## src/rtl/mux_share_arbiter.sv

```systemverilog
// mux_share_arbiter: round-robin owner of a shared N:1 data mux with a registered output channel.
// Optional macro MUX_ARB_HOLD_LIMIT_EN caps a grant at MAX_HOLD cycles while others are waiting.
module mux_share_arbiter #(
    parameter int unsigned NUM_REQ  = 4,
    parameter int unsigned DATA_W   = 8,
    parameter int unsigned SEL_W    = 2,
    parameter int unsigned MAX_HOLD = 8
) (
    input  logic                      clk,
    input  logic                      rst,
    input  logic [NUM_REQ-1:0]        req,
    input  logic [NUM_REQ*DATA_W-1:0] data_in,
    output logic [NUM_REQ-1:0]        gnt,
    output logic [SEL_W-1:0]          sel,
    output logic [DATA_W-1:0]         out_data,
    output logic                      out_valid,
    output logic                      busy
);
    typedef enum logic {ST_IDLE, ST_BUSY} state_t;

    state_t             r_state;
    logic [NUM_REQ-1:0] r_gnt;
    logic [SEL_W-1:0]   r_sel;
    logic [SEL_W-1:0]   r_ptr;
    logic [DATA_W-1:0]  r_out_data;
    logic               r_out_valid;

    logic [NUM_REQ-1:0] w_cand;
    logic               w_found;
    logic [SEL_W-1:0]   w_win;
    logic [SEL_W-1:0]   w_ptr_next;
    int unsigned        w_idx;
    logic               w_owner_req;
    logic               w_force;
    logic               w_keep;
    logic               w_grant;
    logic [DATA_W-1:0]  w_slice [NUM_REQ];

    for (genvar g = 0; g < NUM_REQ; g++) begin : g_slice
        assign w_slice[g] = data_in[g*DATA_W +: DATA_W];
    end

    // The current owner is never a candidate, so a forced release always moves the grant elsewhere.
    assign w_cand      = req & ~r_gnt;
    assign w_owner_req = req[r_sel];

    // First candidate at or after the rotating pointer, wrapping modulo NUM_REQ.
    always_comb begin
        w_found = 1'b0;
        w_win   = '0;
        w_idx   = 0;
        for (int unsigned k = 0; k < NUM_REQ; k++) begin
            w_idx = (32'(r_ptr) + k) % NUM_REQ;
            if (!w_found && w_cand[SEL_W'(w_idx)]) begin
                w_found = 1'b1;
                w_win   = SEL_W'(w_idx);
            end
        end
    end

    assign w_ptr_next = (w_win == SEL_W'(NUM_REQ - 1)) ? '0 : w_win + SEL_W'(1);

`ifdef MUX_ARB_HOLD_LIMIT_EN
    localparam int unsigned HOLD_W = $clog2(MAX_HOLD + 1);

    logic [HOLD_W-1:0] r_hold;

    assign w_force = (r_hold >= HOLD_W'(MAX_HOLD)) && w_found;

    // Consecutive-cycle count of the current grant; saturates while nobody else waits.
    always_ff @(posedge clk) begin
        if (rst) begin
            r_hold <= '0;
        end else if (w_grant) begin
            r_hold <= HOLD_W'(1);
        end else if (w_keep && (r_hold < HOLD_W'(MAX_HOLD))) begin
            r_hold <= r_hold + HOLD_W'(1);
        end
    end
`else
    // MAX_HOLD only matters when the hold limit is built in.
    assign w_force = (MAX_HOLD == 0) && 1'b0;
`endif

    assign w_keep  = (r_state == ST_BUSY) && w_owner_req && !w_force;
    assign w_grant = !w_keep && w_found;

    always_ff @(posedge clk) begin
        if (rst) begin
            r_state     <= ST_IDLE;
            r_gnt       <= '0;
            r_sel       <= '0;
            r_ptr       <= '0;
            r_out_data  <= '0;
            r_out_valid <= 1'b0;
        end else if (w_keep) begin
            r_out_valid <= 1'b1;
            r_out_data  <= w_slice[r_sel];
        end else if (w_grant) begin
            r_state     <= ST_BUSY;
            r_gnt       <= NUM_REQ'(1) << w_win;
            r_sel       <= w_win;
            r_ptr       <= w_ptr_next;
            r_out_valid <= 1'b1;
            r_out_data  <= w_slice[w_win];
        end else begin
            r_state     <= ST_IDLE;
            r_gnt       <= '0;
            r_out_valid <= 1'b0;
        end
    end

    assign gnt       = r_gnt;
    assign sel       = r_sel;
    assign out_data  = r_out_data;
    assign out_valid = r_out_valid;
    assign busy      = (r_state == ST_BUSY);

endmodule

```

## config.mk

```make
export PLATFORM = sky130hd
export DESIGN_NAME = mux_share_arbiter
export DESIGN_NICKNAME = d
export VERILOG_FILES = /design/src/rtl/mux_share_arbiter.sv
export SDC_FILE = /design/constraint.sdc
export NUM_CORES = 1
export LEC_CHECK = 0
export ABC_CLOCK_PERIOD_IN_PS = 2950
export CORE_MARGIN = 5
export CORE_UTILIZATION = 47
export CTS_BUF_LIST = sky130_fd_sc_hd__clkbuf_8 sky130_fd_sc_hd__clkbuf_16
export CTS_CLUSTER_SIZE = 30
export DETAILED_ROUTE_END_ITERATION = 10
export GPL_ROUTABILITY_DRIVEN = 0
export PLACE_DENSITY = 0.86
export SETUP_SLACK_MARGIN = 0.05
export SYNTH_ARGS = -nofsm -noshare
export SYNTH_HDL_FRONTEND = slang
export SYNTH_SLANG_ARGS = --single-unit
```

## constraint.sdc

```tcl
create_clock -name clk -period 2.95 [get_ports clk]
set_clock_uncertainty 0.05 [all_clocks]
set_input_delay 0.885 -clock clk [delete_from_list [all_inputs] [get_ports clk]]
set_output_delay 0.885 -clock clk [all_outputs]
set_load 0.02 [all_outputs]
```

Word-level counts from Yosys, hierarchy flattened
Cells that the tools add are included.
{ "classes": {"addsub": 4, "n_mux": 30, "n_reduce_logical": 11, "bitwise": 5, "n_shift": 1, "magnitude_cmp": 7, "eq_ne": 1} }
{ "ops": {"columns": ["op", "n"], "rows": [
  ["two-way mux 8 bit", 6],
  ["binary-select mux 8 bit (select 2 bit)", 2],
  ["less-than comparator 2 x 3 -> 1 bit (second input constant)", 5],
  ["two-way mux 1 bit", 11],
  ["binary-select mux 1 bit (select 2 bit)", 5],
  ["two-way mux 2 bit", 5],
  ["greater-or-equal comparator 3 bit (second input constant)", 2],
  ["inverter 2 -> 3 bit", 2],
  ["logical AND 1 bit", 5],
  ["adder 2 x 1 -> 2 bit (second input constant)", 2],
  ["adder 2 bit (second input constant)", 2],
  ["AND 4 bit", 1],
  ["logical NOT 1 bit", 4],
  ["two-way mux 4 bit", 1],
  ["inverter 4 bit", 1],
  ["<< shifter 1 x 2 -> 4 bit (first input constant)", 1],
  ["equality test 2 bit (second input constant)", 1],
  ["AND reduction 2 bit", 1],
  ["nonzero test 2 bit", 1],
  ["inverter 1 bit", 1]
]} }
{ "word_totals": {"input_bits": 38, "regBits": 18, "elab_cells": 65, "out_inout_bits": 16} }

Logic depth before layout (Yosys ltp)
Gate-level depths: netlist of the first run.
{ "depth": {"ltp_word": 20, "mapped_depth": 7, "ltp_nobuf": 5} }

Worst setup path after synthesis of the first run
No wires, ideal clock.
{ "synth_path": {"path_kind": "input-to-reg", "start": "input req[2]", "end": "register r_out_data[0] (netlist: out_data[0])", "required_time_ns": 2.782, "n_path_buf": 0, "arrival_ns": 2.063, "setup_slack_ns": 0.719, "setup_time_ns": 0.118, "stages": 5, "path_cell_list": "or3b_1 -> a221oi_2 -> nor2_1 -> a221o_1 -> o2bb2ai_1"} }
{ "synth_between": {"elab_chain_len": 19, "word_cells_on_any_way": 35, "cone_classes": "23 x mux; 2 x bitwise; 10 x reduce/logical"} }
{ "synth_rtl": {"columns": ["item", "line_no", "text"], "rows": [
  ["start, declared", "11", "input logic [NUM_REQ-1:0] req,"],
  ["AND 4 bit", "44", "assign w_cand = req & ~r_gnt;"],
  ["binary-select mux 1 bit (select 2 bit)", "54", "if (!w_found && w_cand[SEL_W'(w_idx)]) begin"],
  ["two-way mux 1 bit (implied by the code)", "54", null],
  ["two-way mux 1 bit", "54", null],
  ["logical NOT 1 bit", "54", null],
  ["logical AND 1 bit", "54", null],
  ["two-way mux 1 bit", "54", null],
  ["logical NOT 1 bit", "54", null],
  ["[... 2 more ...]", null, null],
  ["logical NOT 1 bit", "54", null],
  ["logical AND 1 bit", "54", null],
  ["two-way mux 2 bit", "54", null],
  ["inverter 2 -> 3 bit (implied by the code)", "105", "r_out_data <= w_slice[w_win];"],
  ["binary-select mux 8 bit (select 2 bit)", "105", null],
  ["two-way mux 8 bit (implied by the code) (2 in a row)", "105", null],
  ["two-way mux 8 bit", "99", "end else if (w_grant) begin"],
  ["two-way mux 8 bit", "96", "end else if (w_keep) begin"],
  ["end signal, assigned", "98", "r_out_data <= w_slice[r_sel];"],
  ["end signal, assigned", "105", null],
  ["end, declared", "25", "logic [DATA_W-1:0] r_out_data;"]
]} }
Several ways; a longest one is shown, not always the timed one. The select of a mux whose other input is x is not followed.
A chain may end at the register's enable or synchronous reset.

Worst setup path after layout of the first run
{ "layout_path": {"start": "input req[2]", "end": "register r_out_data[1] (netlist: out_data[1])"} }
The elaborated chain is that of the path after synthesis.

==> results.cfg, run 1 <==
[status]
status = finished, final reports clean

[cells_and_area]
nNetsFinal = 245
multi_input_area_sq_um = 889.6
final_common_cell = clkdlybuf4s50_1
final_util = 0.7233
antenna_cells = 0
fillCellCount = 224
final_cell_area_sq_mm = 0.002012
layout_common_cells = clkdlybuf4s50_1 (53), inv_1 (18), dfxtp_1 (18)
layout.area.seq_sq_um = 360.3
drive_above_1_share = 0.09709
area_growth_pct = 45.78

[die]
row_count = 19
pin_count = 54
core_area_sq_mm = 0.002781
die_h_microns = 64.19
dieArea_sq_mm = 0.004120
initial_core_util = 0.4962
dieWidth_microns = 64.19

[setup_path]
worstPathArrival_ns = 2.79
crit_chain = clkdlybuf4s50_1, or3b_1, a221oi_2, nor2_1, a221o_1, o2bb2ai_1
crit_type = in2reg
required_ns = 3.03
path_delay_family = compound AO/OA/AOI/OAI gates
start_kind = input pin
slowest_delay_ns = 0.51
endpoint_kind = flop
crit_fanout = 8
cp_slowest_cell = clkdlybuf4s50_1
crit_start = req[2]
crit_buf_inv = 1
reg2reg_from = sel[1]$_SDFFE_PP0P_

[clock_tree]
root_buffer = clkbuf_8
cts_max_level = 1
tritoncts = built
hold_buffers = 0
clk_latency_ns = 0.25
cts_buffer_depth = 2
cts_buffers = 3
cts_num_sinks = 18
cts_resized = 0
cts_setup_buffers = 0
clk_pin_slew_worst_paths_ns = 0.07

[power_and_ir_drop]
p_per_area_mw_per_mm2 = 580.9
power.leakage_nw = 0.8039
ir_worst_vdd_v = 0.0005775

[synth]
synthArstFlopShare = 0
yosys.cell_types.count = 38
syn_inst = 152
netlist_area_sq_mm = 0.001380
ys_ff_latch = 18
ys_seq_area_frac = 0.2611
ys.flop_type = dfxtp_1
synth.avg_cell_area_sq_um = 9.079
synth_enable_flop_cells = 0
yosys_warnings = 0
syn-num-nets = 190

[place]
place_ws_ns = 0.02434
hpwl_microns = 3117
port_buffers = 53
placed_cell_area_sq_mm = 0.001957

[sta]
finalSetupTns_ns = 0
setup_ws_ns = 0.2436
worst_pin_slew_ns = 0.7346
max_freq_mhz = 369.5
relSlewSlack = 0.5087
setup_viol = 0
drv_slew = 0
fin_crit_sh = 0.9174
rsz0062_at_grt = no
finalCriticalPeriod_ns = 2.706
hold_viol = 0

[global_route]
grt_max_degree = 19
grt_pass1_vias = 1577
antenna_found_initial = 0
track_usage = 0.2121
grt_overflow = 0
grt_pass1_wl_microns = 7107

[drt]
via_count = 1457
drt-vias-per-instance = 6.148
ant_nets = 0
drc_errors = 0
wl_per_cell_microns = 17.95
drt_iter0_drc = 131
routed_wl_microns = 4254
drt-pass1-iter-count = 4

[worst_hold_path]
min_path_type = reg2reg
hold_path_startpoint = gnt[3]$_SDFFE_PP0N_

[run]
drv_cap = 0
## per-stage QoR
| stage | hold WS, ns | cells | power (mW) |
|---|---|---|---|
| final | 0.4364 | 237 | 1.169 |
| after global routing | 0.4665 | 237 | 1.239 |
| after CTS | 0.4399 | 237 | 1.167 |
| after detailed placement | 0.4307 | 233 | 0.9594 |
| after global placement | 0.4212 | 233 | 0.9378 |
| after floorplan | 0.4747 | 152 | 0.7152 |
## routing by layer
layer / vias up / GRT usage / share of wire
li1: 683 / - / -
met1: 669 / 0.2575 / 0.41
met2: 91 / 0.3681 / 0.48
met3: 14 / 0.03678 / 0.084
met4: 0 / 0.08651 / 0.022
met5: - / 0 / 0
## cell families (layout without fill, tap and decap cells)
group                  Yosys count  in the layout  share of synthesized area
AOI/OAI and AO/OA               52             52                     0.2838
DFF                             18             18                     0.2611
buffers and inverters           27             81                    0.09428
and+or+nand+nor                 38             38                     0.1342
muxes                           17             17                     0.2267
## cell usage after synthesis, types with 2 or more instances
master	instances	share of area
dfxtp_1	18	0.26
inv_1	18	0.049
nand2_1	14	0.038
a21oi_1	11	0.040
a221o_1	8	0.058
mux2i_1	8	0.058
mux4_1	8	0.15
nor2_1	8	0.022
o2bb2ai_1	8	0.051
o21ai_0	6	0.022
a21oi_2	4	0.025
nand2b_1	4	0.018
o21ai_1	4	0.015
buf_6	3	0.024
nor2b_1	3	0.014
a211oi_1	2	0.011
buf_2	2	0.0073
clkbuf_1	2	0.0054
nor3_1	2	0.0073
## final timing paths
check | cells after the start | slack (ns) | end
worst max-delay path | 6 | 0.24 | out_data[1]$_SDFFE_PP0P_
worst min-delay path | 2 | 0.44 | gnt[3]$_SDFFE_PP0N_
worst max register to register | 5 | 0.97 | r_ptr[1]$_SDFFE_PP0P_
worst min register to register | 2 | 0.44 | gnt[3]$_SDFFE_PP0N_
## report_power, final
group	switching [mW]	internal (mW)	total [mW]	leakage, nW
clock network	0.0845	0.119	0.203	0.0288
registers	0.0414	0.294	0.335	0.149
logic	0.314	0.317	0.631	0.626
## sequential cells by signal, indices dropped and copies added, names as in the netlist
signal / flops
r_ptr: 2
sel: 2
busy: 1
out_data: 8
out_valid: 1
gnt: 4
## final cells by class
type,count,share of cell area
Multi-Input combinational cell,107,0.4422
Timing Repair Buffer,59,0.2985
Sequential cell,18,0.1791
Inverter,18,0.03358
Clock buffer,4,0.02736
Tap cell,31,0.01928
## worst min-delay path: stages (launching register included)
cell and delay (ns):
dfxtp_1 0.33, nand2_1 0.06, a21oi_1 0.05
(Power assumes the default switching activity.)
==> run 2, diff against run 1 <==
==> constraint.sdc (replaced) <==
create_clock -name clk -period 2.95 [get_ports clk]
set_clock_uncertainty 0.05 [all_clocks]
set_input_delay 0.295 -clock clk [delete_from_list [all_inputs] [get_ports clk]]
set_output_delay 0.295 -clock clk [all_outputs]
set_load 0.02 [all_outputs]
==> run 2 against run 1 <==
  * Global-route usage down 0.22 points
  * Via count grew 3.4%
  * Highest routed layer unchanged
  * Total power shrank 4.6%
  * First-iteration DRC count shrank 4.6%
  * Non-clock buffer count did not move
  * Sequential share of layout area is 0.35 points higher
  * Maximum frequency increased by 28%
  * Hold slack is essentially flat
  * Critical path depth stayed put
  * Clock power decreased by 13%
==> results.cfg, run 2 (synthesis results as in run 1) <==
[drt]
drc_errors = 0
wl_per_cell_microns = 18.04
ant_nets = 0
drt-vias-per-instance = 6.381
routed_wl_microns = 4257
drt_iter0_drc = 125
via_count = 1506
drt-pass1-iter-count = 4

[power_and_ir_drop]
combPwrFrac = 0.544
p_switching_mw = 0.4337
p_per_area_mw_per_mm2 = 565.3
p_int_mw = 0.6817
p_seq_frac = 0.298
netSwitchingFraction = 0.3888
p_clk_frac = 0.158
ir_worst_vdd_v = 0.0004498
power.leakage_nw = 0.7874

[worst_hold_path]
min_path_type = reg2reg
worstHoldPathCells = 2
hold_path_startpoint = gnt[3]$_SDFFE_PP0N_
min_to = gnt[3]$_SDFFE_PP0N_

[sta]
drv_slew = 0
relSlewSlack = 0.4961
setup_viol = 0
finalSetupTns_ns = 0
max_freq_mhz = 471.7
hold_viol = 0
finalCriticalPeriod_ns = 2.120
worst_pin_slew_ns = 0.7535
rsz0062_at_grt = no
fin_crit_sh = 0.7187
setup_ws_ns = 0.8299

[die]
dieWidth_microns = 64.19
initial_core_util = 0.4962
pin_count = 54
core_area_sq_mm = 0.002781
die_h_microns = 64.19
dieArea_sq_mm = 0.004120
row_count = 19

[setup_path]
timing.reg2reg.worst_path_depth = 5
crit_type = in2reg
crit_fanout = 14
start_kind = input pin
endpoint_kind = flop
reg2reg_from = sel[1]$_SDFFE_PP0P_
worstPathArrival_ns = 2.17
required_ns = 3.00
r2r_setup_slack_ns = 0.92
reg2reg_to = r_ptr[1]$_SDFFE_PP0P_

[cells_and_area]
fillCellCount = 228
final_cell_area_sq_mm = 0.001973
drive_above_1_share = 0.09268
antenna_cells = 0
largest_reg_flops = 8
layout_common_cells = clkdlybuf4s50_1 (53), inv_1 (18), dfxtp_1 (18)
layout.area.seq_sq_um = 360.3
multi_input_area_sq_um = 889.6
nNetsFinal = 245
area_growth_pct = 42.97
final_cells = 236
final_common_cell = clkdlybuf4s50_1

[place]
placed_cell_area_sq_mm = 0.001932
place_ws_ns = 0.5942
hpwl_microns = 3196
port_buffers = 53
dpl.cell_count = 233

[run]
drv_cap = 0

[clock_tree]
hold_buffers = 0
tritoncts = built
cts_num_sinks = 18
root_buffer = clkbuf_8
cts_max_level = 1
cts_buffer_depth = 2
clk_pin_slew_worst_paths_ns = 0.07
cts_buffers = 3
cts_setup_buffers = 0
cts_resized = 0
clk_latency_ns = 0.26

[global_route]
grt_pass1_wl_microns = 7079
antenna_found_initial = 0
grt_pass1_vias = 1617
grt_max_degree = 19
grt_overflow = 0
track_usage = 0.2099

[status]
status = finished, final reports clean
run 2: cell count changes in the layout (fill, tap and decap cells not counted), sizes merged:
cell and change:
clkbuf -1
run 2: stage by stage:
stage                       util  hold slack [ns]  total power [mW]
after floorplan                -           0.4348            0.7152
after global placement    0.6946           0.4218            0.9135
after detailed placement  0.6946           0.4310            0.9396
after CTS                 0.7094           0.4389             1.115
after global routing      0.7094           0.4662             1.181
final                     0.7094           0.4368             1.115
run 2: metal layers:
layer | wire, microns | up-vias | share of wire | global-route usage
li1 | - | 682 | - | -
met3 | 409 | 13 | 0.096 | 0.05779
met5 | 0 | - | 0 | 0
met1 | 1675 | 712 | 0.39 | 0.2369
met2 | 2081 | 99 | 0.49 | 0.3643
met4 | 91 | 0 | 0.021 | 0.09669
run 2: worst max-delay path by stage:
stage                              from                        to  slack (ns)  depth (start not counted)
detailed placement               req[3]     r_ptr[1]$_SDFFE_PP0P_        0.59                          6
floorplan           sel[1]$_SDFFE_PP0P_  out_data[4]$_SDFFE_PP0P_         1.0                          7
global placement                 req[2]  out_data[2]$_SDFFE_PP0P_        0.70                          6
finish                           req[3]     r_ptr[1]$_SDFFE_PP0P_        0.83                          6
global route                     req[0]     r_ptr[1]$_SDFFE_PP0P_        0.73                          6
CTS                              req[3]     r_ptr[1]$_SDFFE_PP0P_        0.85                          6
run 2: critical path: stages:
cell and delay [ns]:
clkdlybuf4s50_1 0.45, mux4_2 0.53, nand2_2 0.27, nand2_1 0.21, a211oi_1 0.33, a211oi_1 0.10
run 2: power groups by stage:
stage	logic (mW)	clock network, mW	registers, mW
6_report	0.607	0.176	0.333
5_1_grt	0.653	0.190	0.338
4_1_cts	0.606	0.176	0.332
3_5_place_dp	0.604	0	0.335
3_3_place_gp	0.579	0	0.335
2_1_floorplan	0.333	0	0.382
run 2: layout make-up:
class	count	share of cell area
inverter	18	0.03424
timing repair buffer	59	0.2917
clock buffer	3	0.02093
tap	31	0.01966
multi-input combinational	107	0.4509
sequential	18	0.1826
==> run 3, diff against run 2 <==
--- a/config.mk
+++ b/config.mk
@@ -5,14 +5,14 @@
 export SDC_FILE = /design/constraint.sdc
 export NUM_CORES = 1
 export LEC_CHECK = 0
-export ABC_CLOCK_PERIOD_IN_PS = 2950
+export ABC_CLOCK_PERIOD_IN_PS = 2230
 export CORE_MARGIN = 5
-export CORE_UTILIZATION = 47
+export CORE_UTILIZATION = 44
 export CTS_BUF_LIST = sky130_fd_sc_hd__clkbuf_8 sky130_fd_sc_hd__clkbuf_16
 export CTS_CLUSTER_SIZE = 30
 export DETAILED_ROUTE_END_ITERATION = 10
 export GPL_ROUTABILITY_DRIVEN = 0
-export PLACE_DENSITY = 0.86
+export PLACE_DENSITY = 0.82
 export SETUP_SLACK_MARGIN = 0.05
 export SYNTH_ARGS = -nofsm -noshare
 export SYNTH_HDL_FRONTEND = slang
==> constraint.sdc (replaced) <==
create_clock -name clk -period 2.23 [get_ports clk]
set_clock_uncertainty 0.05 [all_clocks]
set_input_delay 0.223 -clock clk [delete_from_list [all_inputs] [get_ports clk]]
set_output_delay 0.223 -clock clk [all_outputs]
set_load 0.02 [all_outputs]
==> run 3 against run 2 <==
  * Combinational power up 36%
  * Die area up 5.8%
  * First-iteration DRC count down 38%
  * Core utilization down 3.9 points
  * Total power up 37%
  * Clock-buffer cell count up 1
  * Via count down 3.9%
  * Final cell count up 6.8%
  * Wire length up 0.75%
  * Critical endpoint is now out_data[2]$_SDFFE_PP0P_
  * Highest routed layer unchanged
==> results.cfg, run 3 (synthesis results as in run 1) <==
[status]
status = finished, final reports clean

[power_and_ir_drop]
power.leakage_nw = 0.8081
ir_worst_vdd_v = 0.0003509
p_per_area_mw_per_mm2 = 753.7

[setup_path]
endpoint_kind = flop
timing.reg2reg.worst_path_depth = 5
path_delay_family = compound AO/OA/AOI/OAI gates
reg2reg_to = out_data[2]$_SDFFE_PP0P_
worstPathArrival_ns = 2.09
reg2reg_from = r_ptr[0]$_SDFFE_PP0P_
crit_fanout = 8
path_depth = 6
slowest_delay_ns = 0.49
crit_start = req[2]
required_ns = 2.31
crit_chain = clkdlybuf4s50_1, or3b_1, a221oi_2, nor2_1, a221o_1, o2bb2ai_1
cp_slowest_cell = clkdlybuf4s50_1
r2r_setup_slack_ns = 0.31
crit_type = in2reg
start_kind = input pin
crit_buf_inv = 1

[drt]
drt-pass1-iter-count = 4
drt_iter0_drc = 78
drt-vias-per-instance = 5.746
wl_per_cell_microns = 17.02
via_count = 1448
routed_wl_microns = 4289
drc_errors = 0
ant_nets = 0

[worst_hold_path]
min_to = gnt[1]$_SDFFE_PP0N_
hold_path_startpoint = gnt[1]$_SDFFE_PP0N_
worstHoldPathCells = 2
min_path_type = reg2reg

[global_route]
antenna_found_initial = 0
grt_pass1_wl_microns = 6934
grt_pass1_vias = 1488
track_usage = 0.2041
grt_max_degree = 19
grt_overflow = 0

[clock_tree]
cts_max_level = 1
tritoncts = built
cts_resized = 0
cts_buffers = 3
cts_setup_buffers = 0
hold_buffers = 0
cts_num_sinks = 18
root_buffer = clkbuf_8
clk_latency_ns = 0.25
clk_pin_slew_worst_paths_ns = 0.07
cts_buffer_depth = 2

[place]
placed_cell_area_sq_mm = 0.001976
dpl.cell_count = 248
hpwl_microns = 3262
port_buffers = 53

[cells_and_area]
area_growth_pct = 47.14
drive_above_1_share = 0.1058
final_common_cell = clkdlybuf4s50_1
multi_input_area_sq_um = 889.6
fillCellCount = 263
nNetsFinal = 247
final_cells = 252
final_cell_area_sq_mm = 0.002031
layout.area.seq_sq_um = 360.3
largest_reg_flops = 8
antenna_cells = 0
layout_common_cells = clkdlybuf4s50_1 (53), inv_1 (18), dfxtp_1 (18)

[sta]
hold_slack_ns = 0.4338
relSlewSlack = 0.5460
rsz0062_at_grt = no
max_freq_mhz = 497.5
hold_viol = 0
finalSetupTns_ns = 0
setup_viol = 0
drv_slew = 0
worst_pin_slew_ns = 0.6785
finalCriticalPeriod_ns = 2.010
fin_crit_sh = 0.9014

[die]
initial_core_util = 0.4558
die_h_microns = 66.01
pin_count = 54
dieArea_sq_mm = 0.004357
row_count = 20
dieWidth_microns = 66.01
core_area_sq_mm = 0.003028

[run]
drv_cap = 0
-- run 3: worst max path at each step --
stage                                to  slack [ns]
3_3_place_gp   out_data[6]$_SDFFE_PP0P_        0.05
4_1_cts        out_data[2]$_SDFFE_PP0P_        0.24
5_1_grt        out_data[2]$_SDFFE_PP0P_        0.13
6_report       out_data[2]$_SDFFE_PP0P_        0.22
2_1_floorplan  out_data[4]$_SDFFE_PP0P_        0.28
3_5_place_dp   out_data[2]$_SDFFE_PP0P_       -0.03
-- run 3: layout make-up --
type / instances / area share
Clock buffer: 4 / 0.02711
Inverter: 18 / 0.03327
Multi-Input combinational cell: 107 / 0.4381
Sequential cell: 18 / 0.1774
Tap cell: 44 / 0.02711
Timing Repair Buffer: 61 / 0.2970
-- run 3: per-stage QoR --
stage,worst slack [ns],utilization,power [mW]
floorplan,0.2782,-,0.9461
global placement,0.04844,0.6525,1.236
detailed placement,-0.02512,0.6525,1.263
CTS,0.2445,0.6707,1.533
global route,0.1271,0.6707,1.625
finish,0.2198,0.6707,1.530
-- run 3: worst min-delay path: stages, from the launching register on --
cell and delay, ns:
dfxtp_1 0.33, nand2_1 0.06, a21oi_1 0.05
-- run 3: report_power, final --
part / leakage (nW) / internal [mW] / switching [mW]
registers: 0.149 / 0.389 / 0.0513
clock network: 0.0288 / 0.157 / 0.111
logic: 0.630 / 0.413 / 0.410
total: 0.808 / 0.958 / 0.572
-- run 3: metal layers --
layer  up-vias  wire length [microns]  GRT usage
met5         -                      0          0
met4         0                     51    0.07868
met3         6                    293    0.03571
met2        72                   2279     0.3805
met1       685                   1665     0.2271
li1        685                      -          -
